$ cat src/rtl/clause_dispatch_ctrl.sv
// Streams a preloaded clause table into an in-order window of up to NUM_ENGINE entries for the arbiter.
// First read one cycle after start, data lands in the window two cycles later; fetch stalls while window plus in-flight read is full.
module clause_dispatch_ctrl #(
  parameter int NUM_ENGINE = 4,
  parameter int CLA_WIDTH  = 33,
  parameter int CLAUSE_MAX = 1024,
  localparam int ADDR_W    = $clog2(CLAUSE_MAX),
  localparam int CNT_W     = $clog2(NUM_ENGINE) + 1
) (
  input  logic                                  clock,
  input  logic                                  reset,
  input  logic                                  start_in,
  input  logic [ADDR_W:0]                       num_clause_in,
  output logic                                  mem_rd_en,
  output logic [ADDR_W-1:0]                     mem_rd_addr,
  input  logic [CLA_WIDTH-1:0]                  mem_rd_data,
  output logic [NUM_ENGINE-1:0][CLA_WIDTH-1:0]  window_out,
  output logic [CNT_W-1:0]                      window_cnt_out,
  output logic                                  arb_start_out,
  input  logic [CNT_W-1:0]                      accept_in,
  output logic                                  busy_out,
  output logic                                  done_out,
  output logic                                  error_out
);

  typedef enum logic [1:0] {
    IDLE  = 2'd0,
    RUN   = 2'd1,
    DRAIN = 2'd2,
    DONE  = 2'd3
  } state_t;

  localparam logic [CNT_W:0] ENG = (CNT_W+1)'(NUM_ENGINE);

  state_t                                state;
  state_t                                state_nxt;
  logic [ADDR_W:0]                       total;
  logic [ADDR_W:0]                       fetch_ptr;
  logic                                  rd_pending;
  logic [NUM_ENGINE-1:0][CLA_WIDTH-1:0]  win;
  logic [NUM_ENGINE-1:0][CLA_WIDTH-1:0]  win_nxt;
  logic [CNT_W-1:0]                      cnt;
  logic [CNT_W-1:0]                      cnt_nxt;
  logic [CNT_W-1:0]                      acc_eff;
  logic [CNT_W-1:0]                      wr_idx;
  logic                                  error_q;
  logic                                  rd_en;
  logic                                  arb_start;
  logic                                  over_accept;
  logic                                  start_run;

  // Fetch ignores same-cycle accepts, so window plus in-flight read never exceeds NUM_ENGINE.
  always_comb begin
    rd_en       = (state == RUN) && (fetch_ptr < total) &&
                  (({1'b0, cnt} + {{CNT_W{1'b0}}, rd_pending}) < ENG);
    arb_start   = ((state == RUN) || (state == DRAIN)) && (cnt != '0);
    over_accept = arb_start && (accept_in > cnt);
    if (!arb_start) begin
      acc_eff = '0;
    end else if (over_accept) begin
      acc_eff = cnt;
    end else begin
      acc_eff = accept_in;
    end
    wr_idx  = cnt - acc_eff;
    cnt_nxt = cnt - acc_eff + {{(CNT_W-1){1'b0}}, rd_pending};
  end

  // Slots at or above cnt always hold zero, so shifting them down keeps the tail clean.
  always_comb begin
    win_nxt = '0;
    for (int i = 0; i < NUM_ENGINE; i++) begin
      for (int j = 0; j < NUM_ENGINE; j++) begin
        if (CNT_W'(j) == CNT_W'(i) + acc_eff) begin
          win_nxt[i] = win[j];
        end
      end
      if (rd_pending && (wr_idx == CNT_W'(i))) begin
        win_nxt[i] = mem_rd_data;
      end
    end
  end

  always_comb begin
    state_nxt = state;
    start_run = 1'b0;
    case (state)
      IDLE: begin
        if (start_in) begin
          if (num_clause_in != '0) begin
            state_nxt = RUN;
            start_run = 1'b1;
          end else begin
            state_nxt = DONE;
          end
        end
      end
      RUN: begin
        if ((fetch_ptr == total) && !rd_pending) begin
          state_nxt = DRAIN;
        end
      end
      DRAIN: begin
        if (cnt_nxt == '0) begin
          state_nxt = DONE;
        end
      end
      DONE:    state_nxt = IDLE;
      default: state_nxt = IDLE;
    endcase
  end

  always_ff @(posedge clock) begin
    if (reset) begin
      state      <= IDLE;
      total      <= '0;
      fetch_ptr  <= '0;
      rd_pending <= 1'b0;
      win        <= '0;
      cnt        <= '0;
      error_q    <= 1'b0;
    end else begin
      state      <= state_nxt;
      win        <= win_nxt;
      cnt        <= cnt_nxt;
      rd_pending <= rd_en;
      if (start_run) begin
        total     <= num_clause_in;
        fetch_ptr <= '0;
      end else if (rd_en) begin
        fetch_ptr <= fetch_ptr + 1'b1;
      end
      if (start_run) begin
        error_q <= 1'b0;
      end else if (over_accept) begin
        error_q <= 1'b1;
      end
    end
  end

  // Outputs are forced low while reset is held so nothing stale leaks out mid-abort.
  always_comb begin
    mem_rd_en      = !reset && rd_en;
    mem_rd_addr    = reset ? '0 : fetch_ptr[ADDR_W-1:0];
    window_out     = reset ? '0 : win;
    window_cnt_out = reset ? '0 : cnt;
    arb_start_out  = !reset && arb_start;
    busy_out       = !reset && (state != IDLE);
    done_out       = !reset && (state == DONE);
    error_out      = !reset && error_q;
  end

  a_cnt_bound: assert property (@(posedge clock) disable iff (reset)
    ({1'b0, cnt} <= ENG));
  a_no_overflow: assert property (@(posedge clock) disable iff (reset)
    (({1'b0, cnt} + {{CNT_W{1'b0}}, rd_pending}) <= ENG));

endmodule

$ cat config.mk
export PLATFORM = sky130hd
export DESIGN_NAME = clause_dispatch_ctrl
export DESIGN_NICKNAME = d
export VERILOG_FILES = /design/src/rtl/clause_dispatch_ctrl.sv
export SDC_FILE = /design/constraint.sdc
export NUM_CORES = 1
export LEC_CHECK = 0
export BUFFER_PORTS_ARGS = -buffer_cell sky130_fd_sc_hd__buf_4
export CAP_MARGIN = 0
export CELL_PAD_IN_SITES_DETAIL_PLACEMENT = 1
export CELL_PAD_IN_SITES_GLOBAL_PLACEMENT = 1
export CORE_MARGIN = 4
export CORE_UTILIZATION = 43
export CTS_BUF_LIST = sky130_fd_sc_hd__clkbuf_2
export CTS_CLUSTER_DIAMETER = 150
export CTS_CLUSTER_SIZE = 10
export DETAILED_ROUTE_END_ITERATION = 8
export PLACE_DENSITY_LB_ADDON = 0.1
export SETUP_SLACK_MARGIN = 0.2
export SLEW_MARGIN = 20
export SYNTH_ARGS = -nofsm -noshare
export SYNTH_HDL_FRONTEND = slang
export SYNTH_SLANG_ARGS = --single-unit
$ cat constraint.sdc
create_clock -name clock -period 5.79 [get_ports clock]
set_clock_uncertainty 0.15 [all_clocks]
set_input_delay 1.737 -clock clock [delete_from_list [all_inputs] [get_ports clock]]
set_output_delay 1.737 -clock clock [all_outputs]
set_load 0.1 [all_outputs]
==> results of run 1 <==
where the power goes:
group / internal [mW] / switching (mW) / leakage, nW
Sequential: 1.18 / 0.0989 / 1.30
Clock: 0.201 / 0.446 / 0.132
Combinational: 0.404 / 1.06 / 3.22
Total: 1.79 / 1.61 / 4.65
stage by stage:
stage	std cells	util (%)	power [mW]	instance area (sq um)
CTS	1776	53.2	3.37	12600
finish	1778	53.3	3.39	12700
global placement	1744	52.2	2.71	12400
global route	1778	53.3	3.55	12700
detailed placement	1744	52.2	2.73	12400
floorplan	1307	-	2.26	10500
cell type report:
class                   instances  share of cell area, %
diodes                          1                 0.0198
inverters                      23                  0.682
repair buffers                245                   15.3
clock buffers                  19                  0.751
multi-input cells             997                   53.5
flip-flops and latches        161                   25.5
well taps                     319                   3.15
clock inverters                13                   1.09
cell families (layout without fill, tap and decap cells):
group | after synthesis | after routing
simple gates | 601 | 601
compound gates | 326 | 326
flops | 161 | 161
buf+inv | 149 | 300
mux | 39 | 39
fa+ha+maj | 25 | 25
xor+xnor | 6 | 6
other cells | 0 | 1
sequential cells by signal, indices dropped and copies added (netlist names):
name	cells
state	2
rd_pending	1
fetch_ptr	11
error_q	1
total	11
cnt	3
win	132
layer usage:
metal | GRT usage, % | part of all wire (%) | vias to the layer above
li1 | - | - | 5161
met3 | 4.47 | 8.8 | 75
met1 | 40.3 | 41 | 5716
met2 | 51.0 | 48 | 654
met4 | 10.5 | 2.0 | 0
met5 | 0 | 0 | -
cell usage after synthesis, types with 3 or more instances:
cell        n
a211oi_1    5
a21o_1      6
a21oi_1    21
a221o_1    67
a221oi_1   34
a222oi_1   66
a311oi_1   20
a311oi_2   14
a32oi_1    33
and2_1      4
and3_1      3
buf_1       3
buf_2      29
buf_6       4
clkbuf_1   88
dfxtp_1   161
ha_1       24
inv_1      22
mux2i_1    38
nand2_1    49
nand2b_1    6
nand3_1    13
nand4_1     4
nor2_1    246
nor2b_1   178
nor3_1     41
nor4_1      4
o21ai_0    40
o41ai_1     3
or3_1      38
xnor2_1     6
worst paths after layout:
path	depth (start not counted)	startpoint	end
setup / recovery	8	fetch_ptr[2]	mem_rd_en
hold / removal	2	error_q	error_q
setup reg to reg	15	cnt[2]	win[86]
hold reg to reg	2	error_q	error_q
worst min-delay path: cells and delay by family, from the launching register on:
| family | cells | cell delay [ns] |
|---|---|---|
| DFF | 1 | 0.37 |
| and+or+nand+nor | 1 | 0.08 |
| AOI/OAI and AO/OA | 1 | 0.04 |
==> metrics.cfg, run 1 <==
[clocking]
clk_latency_ns=0.78
cts_tree=built
cts.sinks=161
cts.clk_slew.worst_paths_ns=0.26
post_cts_resized=0
ctsHtreeMaxLevel=4
ctsHoldBuffers=0
cts-root-buf=clkbuf_2
cts_setup_buffers=0
cts_buffer_depth=2
cts_made_buffers=17

[worst_setup_path]
critPathRequiredTime_ns=3.90
reg2reg_slack_ns=0.99
crit_fanout=11
critical_path_class=flip-flop to primary output
crit_family=compound AO/OA/AOI/OAI gates
crit_top_cell=a21o_1
slowest_stage=dfxtp_1
arrival_ns=3.27
path_buf_inv=1
crit_chain=ha_1 -> a21o_1 -> a21o_1 -> a211oi_1 -> o21ai_1 -> nand2b_1 -> nor2_1 -> buf_4
cp_slowest_stage_delay_ns=0.50
start_kind=flip-flop
endpoint_kind=primary output

[synth]
synth_compound_area_share_pct=27.5
yosys.area_share.simple_pct=28.4
synth_cell_types=61
ys.flop_type=dfxtp_1
synth_top_family_by_area=simple AND/OR/NAND/NOR gates
async_flop_share_pct=0
synth_xor_area_share_pct=0.500
syn_avg_cell_area_sq_um=8.04
netlist_instances=1307
synth_edf_count=0
syn_nets=1382
synth_top_cell_by_area=dfxtp_1
syn_area_sq_um=10500
synth_top_area_share_pct=30.7
synth_fa_ha_area_share_pct=3.05
synth_warnings=0
ys_seq_area_share_pct=30.7
synth-seq-cells=161
synth_mux_area_share_pct=3.76
synth_area_leaders=dfxtp_1, nor2b_1, nor2_1

[finish]
drive_gt1_share_pct=21.9
num-nets-final=1520
area_growth_syn_to_layout_pct=20.5
layout_commonest_cell=nor2_1
nFillCells=2897
mostFrequentLayoutCells=nor2_1, buf_4, nor2b_1, dfxtp_1
multi_input_area_sq_um=6770
seqCellArea_sq_um=3220

[sta]
relSlewSlack_pct=22.4
timing.final.ws_setup_ns=0.634
drv_slew=0
timing.final.crit_share_pct=89.0
hold_slack_ns=0.363
rsz0062_at_grt=false
finalHoldViolations=0
fin_crit_ns=5.16
setup_viol=0
fmax_ghz=0.194
tns_ns=0
tightest_slew_ns=1.16

[floorplanning]
row_count=56
initial_core_util_pct=44.2
die_h_um=164
die_area_sq_um=27000
io_pins=200
floorplan.die.width_um=164
coreArea_sq_um=23800

[outcome]
status=completed

[power_and_ir_drop]
peakVddDrop_mv=0.150
p_leak_nw=4.65
power.density_nw_per_um2=268

[placement]
gp_congestion=0.834
pre_cts_ws_ns=0.0633
dp_hpwl_um=26500
numPortBuffers=199

[detailed_routing]
wl_um=42000
drtIter0Drc=1528
ant_nets=0
wl_per_cell_um=23.6
drt-pass1-iter-count=9
num_vias=11600
drc=0
viasPerCell=6.53

[global_route]
grt_antenna_before_repair=1
first_global_vias=11700
grt_max_degree=74
grt_overflow_total=0
grt_usage_pct=30.5
grt_pass1_wl_um=65900

[hold_path]
hp-class=flip-flop to flip-flop

[run]
cap_violations=0

(Power assumes the default switching activity.)
==> inputs of run 2 (changes only) <==
--- a/config.mk
+++ b/config.mk
@@ -5,16 +5,16 @@
 export SDC_FILE = /design/constraint.sdc
 export NUM_CORES = 1
 export LEC_CHECK = 0
-export BUFFER_PORTS_ARGS = -buffer_cell sky130_fd_sc_hd__buf_4
 export CAP_MARGIN = 0
 export CELL_PAD_IN_SITES_DETAIL_PLACEMENT = 1
 export CELL_PAD_IN_SITES_GLOBAL_PLACEMENT = 1
 export CORE_MARGIN = 4
-export CORE_UTILIZATION = 43
+export CORE_UTILIZATION = 49
 export CTS_BUF_LIST = sky130_fd_sc_hd__clkbuf_2
 export CTS_CLUSTER_DIAMETER = 150
 export CTS_CLUSTER_SIZE = 10
 export DETAILED_ROUTE_END_ITERATION = 8
+export DONT_BUFFER_PORTS = 1
 export PLACE_DENSITY_LB_ADDON = 0.1
 export SETUP_SLACK_MARGIN = 0.2
 export SLEW_MARGIN = 20
==> run 2 against run 1 <==
- register-to-register slack lost 0.17 ns
- fmax increased by 1.6%
- first-iteration DRC count down 2.3%
- design area shrank 1.4%
- sequential cell count is the same
- power shrank 5.0%
- setup slack gained 0.079 ns
- sequential power hardly changed
==> metrics.cfg, run 2 (same netlist as run 1, synthesis figures left out) <==
[detailed_routing]
drt-pass1-iter-count=7  ; was 9
drc=0  ; unchanged
drtIter0Drc=1493  ; was 1528
wl_um=41300  ; was 42000 um
wl_per_cell_um=24.6  ; was 23.6 um
num_vias=11500  ; was 11600
ant_nets=0  ; unchanged
viasPerCell=6.88  ; was 6.53

[finish]
finalCoreUtilization_pct=59.1  ; was 53.3%
layout_commonest_cell=nor2_1  ; unchanged
num-nets-final=1463  ; was 1520
regMostFlops=win  ; unchanged
mostFrequentLayoutCells=nor2_1, buf_4, dfxtp_1, nor2b_2, a221o_1  ; was nor2_1, buf_4, nor2b_1, dfxtp_1
area_growth_syn_to_layout_pct=18.7  ; was 20.5%
drive_gt1_share_pct=28.8  ; was 21.9%
nFillCells=2536  ; was 2897
postLayoutCellArea_sq_um=12500  ; was 12700 sq um
reg.largest.list=win: 132 flops, fetch_ptr: 11 flops, total: 11 flops  ; unchanged
largest_reg_flops=132  ; unchanged

[worst_setup_path]
reg2reg_from=cnt[2]  ; unchanged
crit_chain=ha_1 -> a21o_1 -> a21o_1 -> a211oi_1 -> o21ai_1 -> nand2b_1 -> nor2_2 -> buf_4  ; was ha_1 -> a21o_1 -> a21o_1 -> a211oi_1 -> o21ai_1 -> nand2b_1 -> nor2_1 -> buf_4
crit_top_cell=a21o_1  ; unchanged
crit_fanout=11  ; unchanged
critPathRequiredTime_ns=3.90  ; about the same
endpoint_kind=primary output  ; unchanged
reg2reg_slack_ns=0.82  ; was 0.99 ns
slowest_stage=dfxtp_1  ; unchanged
critPathLaunch=fetch_ptr[2]  ; unchanged
arrival_ns=3.19  ; was 3.27 ns
cp_slowest_stage_delay_ns=0.51  ; was 0.50 ns
critical_path_class=flip-flop to primary output  ; unchanged
start_kind=flip-flop  ; unchanged

[placement]
gp_congestion=0.934  ; was 0.834
numPortBuffers=0  ; was 199
dp_hpwl_um=25800  ; was 26500 um
placed_area_sq_um=12300  ; was 12400 sq um
pre_cts_ws_ns=0.0787  ; was 0.0633 ns

[global_route]
grt_overflow_total=0  ; unchanged
use_met1_pct=42.0  ; was 40.3%
first_global_vias=11900  ; was 11700
top_usage_layer=met2  ; unchanged
gr-usage-met3_pct=7.02  ; was 4.47%
grt_pass1_wl_um=65600  ; was 65900 um
grt_antenna_before_repair=1  ; unchanged
use_met2_pct=56.3  ; was 51.0%
grt_max_degree=241  ; was 74
grt_usage_pct=33.5  ; was 30.5%

[clocking]
ctsHtreeMaxLevel=4  ; unchanged
cts_tree=built  ; unchanged
cts_made_buffers=17  ; unchanged
post_cts_resized=0  ; unchanged
cts.sinks=161  ; unchanged
cts_setup_buffers=0  ; unchanged
cts-root-buf=clkbuf_2  ; unchanged
cts_buffer_depth=2  ; unchanged
cts.clk_slew.worst_paths_ns=0.25  ; was 0.26 ns
ctsHoldBuffers=0  ; unchanged
clk_latency_ns=0.75  ; was 0.78 ns

[power_and_ir_drop]
power_frac_comb_pct=43.2  ; about the same
p_sw_mw=1.55  ; was 1.61 mW
peakVddDrop_mv=0.227  ; was 0.150 mV
power.density_nw_per_um2=259  ; was 268 nW/um^2
cell_internal_pwr_mw=1.68  ; was 1.79 mW
p_leak_nw=4.34  ; was 4.65 nW
p_seq_share_pct=39.8  ; was 37.7%
power_frac_clock_pct=17.0  ; was 19.1%
p_sw_share_pct=47.9  ; was 47.4%

[sta]
timing.final.ws_setup_ns=0.713  ; was 0.634 ns
setup_viol=0  ; unchanged
tightest_slew_ns=0.955  ; was 1.16 ns
drv_slew=0  ; unchanged
tns_ns=0  ; unchanged
finalHoldViolations=0  ; unchanged
fin_crit_ns=5.08  ; was 5.16 ns
relSlewSlack_pct=36.4  ; was 22.4%
timing.final.crit_share_pct=87.7  ; was 89.0%
hold_slack_ns=0.355  ; was 0.363 ns
rsz0062_at_grt=false  ; unchanged
fmax_ghz=0.197  ; was 0.194 GHz

[outcome]
status=completed  ; unchanged

[run]
cap_violations=0  ; unchanged

[floorplanning]
row_count=53  ; was 56
floorplan.die.width_um=154  ; was 164 um
initial_core_util_pct=49.8  ; was 44.2%
io_pins=200  ; unchanged
die_h_um=154  ; was 164 um
die_area_sq_um=23800  ; was 27000 sq um
coreArea_sq_um=21100  ; was 23800 sq um

[hold_path]
hp-class=flip-flop to flip-flop  ; unchanged
min_from=error_q  ; unchanged

-- run 2: area by class of cell --
type	count	area (sq um)	share of cell area, %
multi-input combinational	997	7110	57.0
sequential	161	3220	25.8
timing repair buffer	188	1520	12.2
tap	275	344	2.76
clock inverter	15	95.1	0.762
inverter	23	86.3	0.692
clock buffer	17	85.1	0.682
antenna	1	2.50	0.0201
-- run 2: final timing paths --
| check | to | cells after the start |
|---|---|---|
| worst max-delay path | mem_rd_en | 8 |
| worst max register to register | win[56] | 13 |
| worst min register to register | error_q | 2 |
| worst min-delay path | error_q | 2 |
-- run 2: critical path: cells and delay by family (launching register included) --
| kind | cells | cell delay [ns] |
|---|---|---|
| adder cells (fa/ha/maj) | 1 | 0.30 |
| AND/OR/NAND/NOR | 2 | 0.52 |
| flip-flops | 1 | 0.51 |
| AO/OA/AOI/OAI | 4 | 0.81 |
| buffers and inverters | 1 | 0.31 |
-- run 2: per-layer routing --
| metal | vias to the layer above | wire length [um] | share of wire (%) |
|---|---|---|---|
| met5 | - | 0 | 0 |
| met2 | 736 | 19800 | 48 |
| li1 | 5064 | - | - |
| met1 | 5646 | 16100 | 39 |
| met3 | 99 | 4180 | 10 |
| met4 | 0 | 1200 | 2.9 |
-- run 2: power by group through the flow --
stage / clock network [mW] / registers [mW] / logic [mW]
after floorplan: 0 / 1.25 / 1.00
after global placement: 0 / 1.30 / 1.34
after detailed placement: 0 / 1.30 / 1.37
after CTS: 0.548 / 1.28 / 1.37
after global routing: 0.607 / 1.29 / 1.48
final: 0.547 / 1.28 / 1.39
-- run 2: metrics by stage --
stage               instances  power (mW)
floorplan                1307        2.26
global placement         1644        2.63
detailed placement       1644        2.67
CTS                      1676        3.20
global route             1677        3.38
finish                   1677        3.22
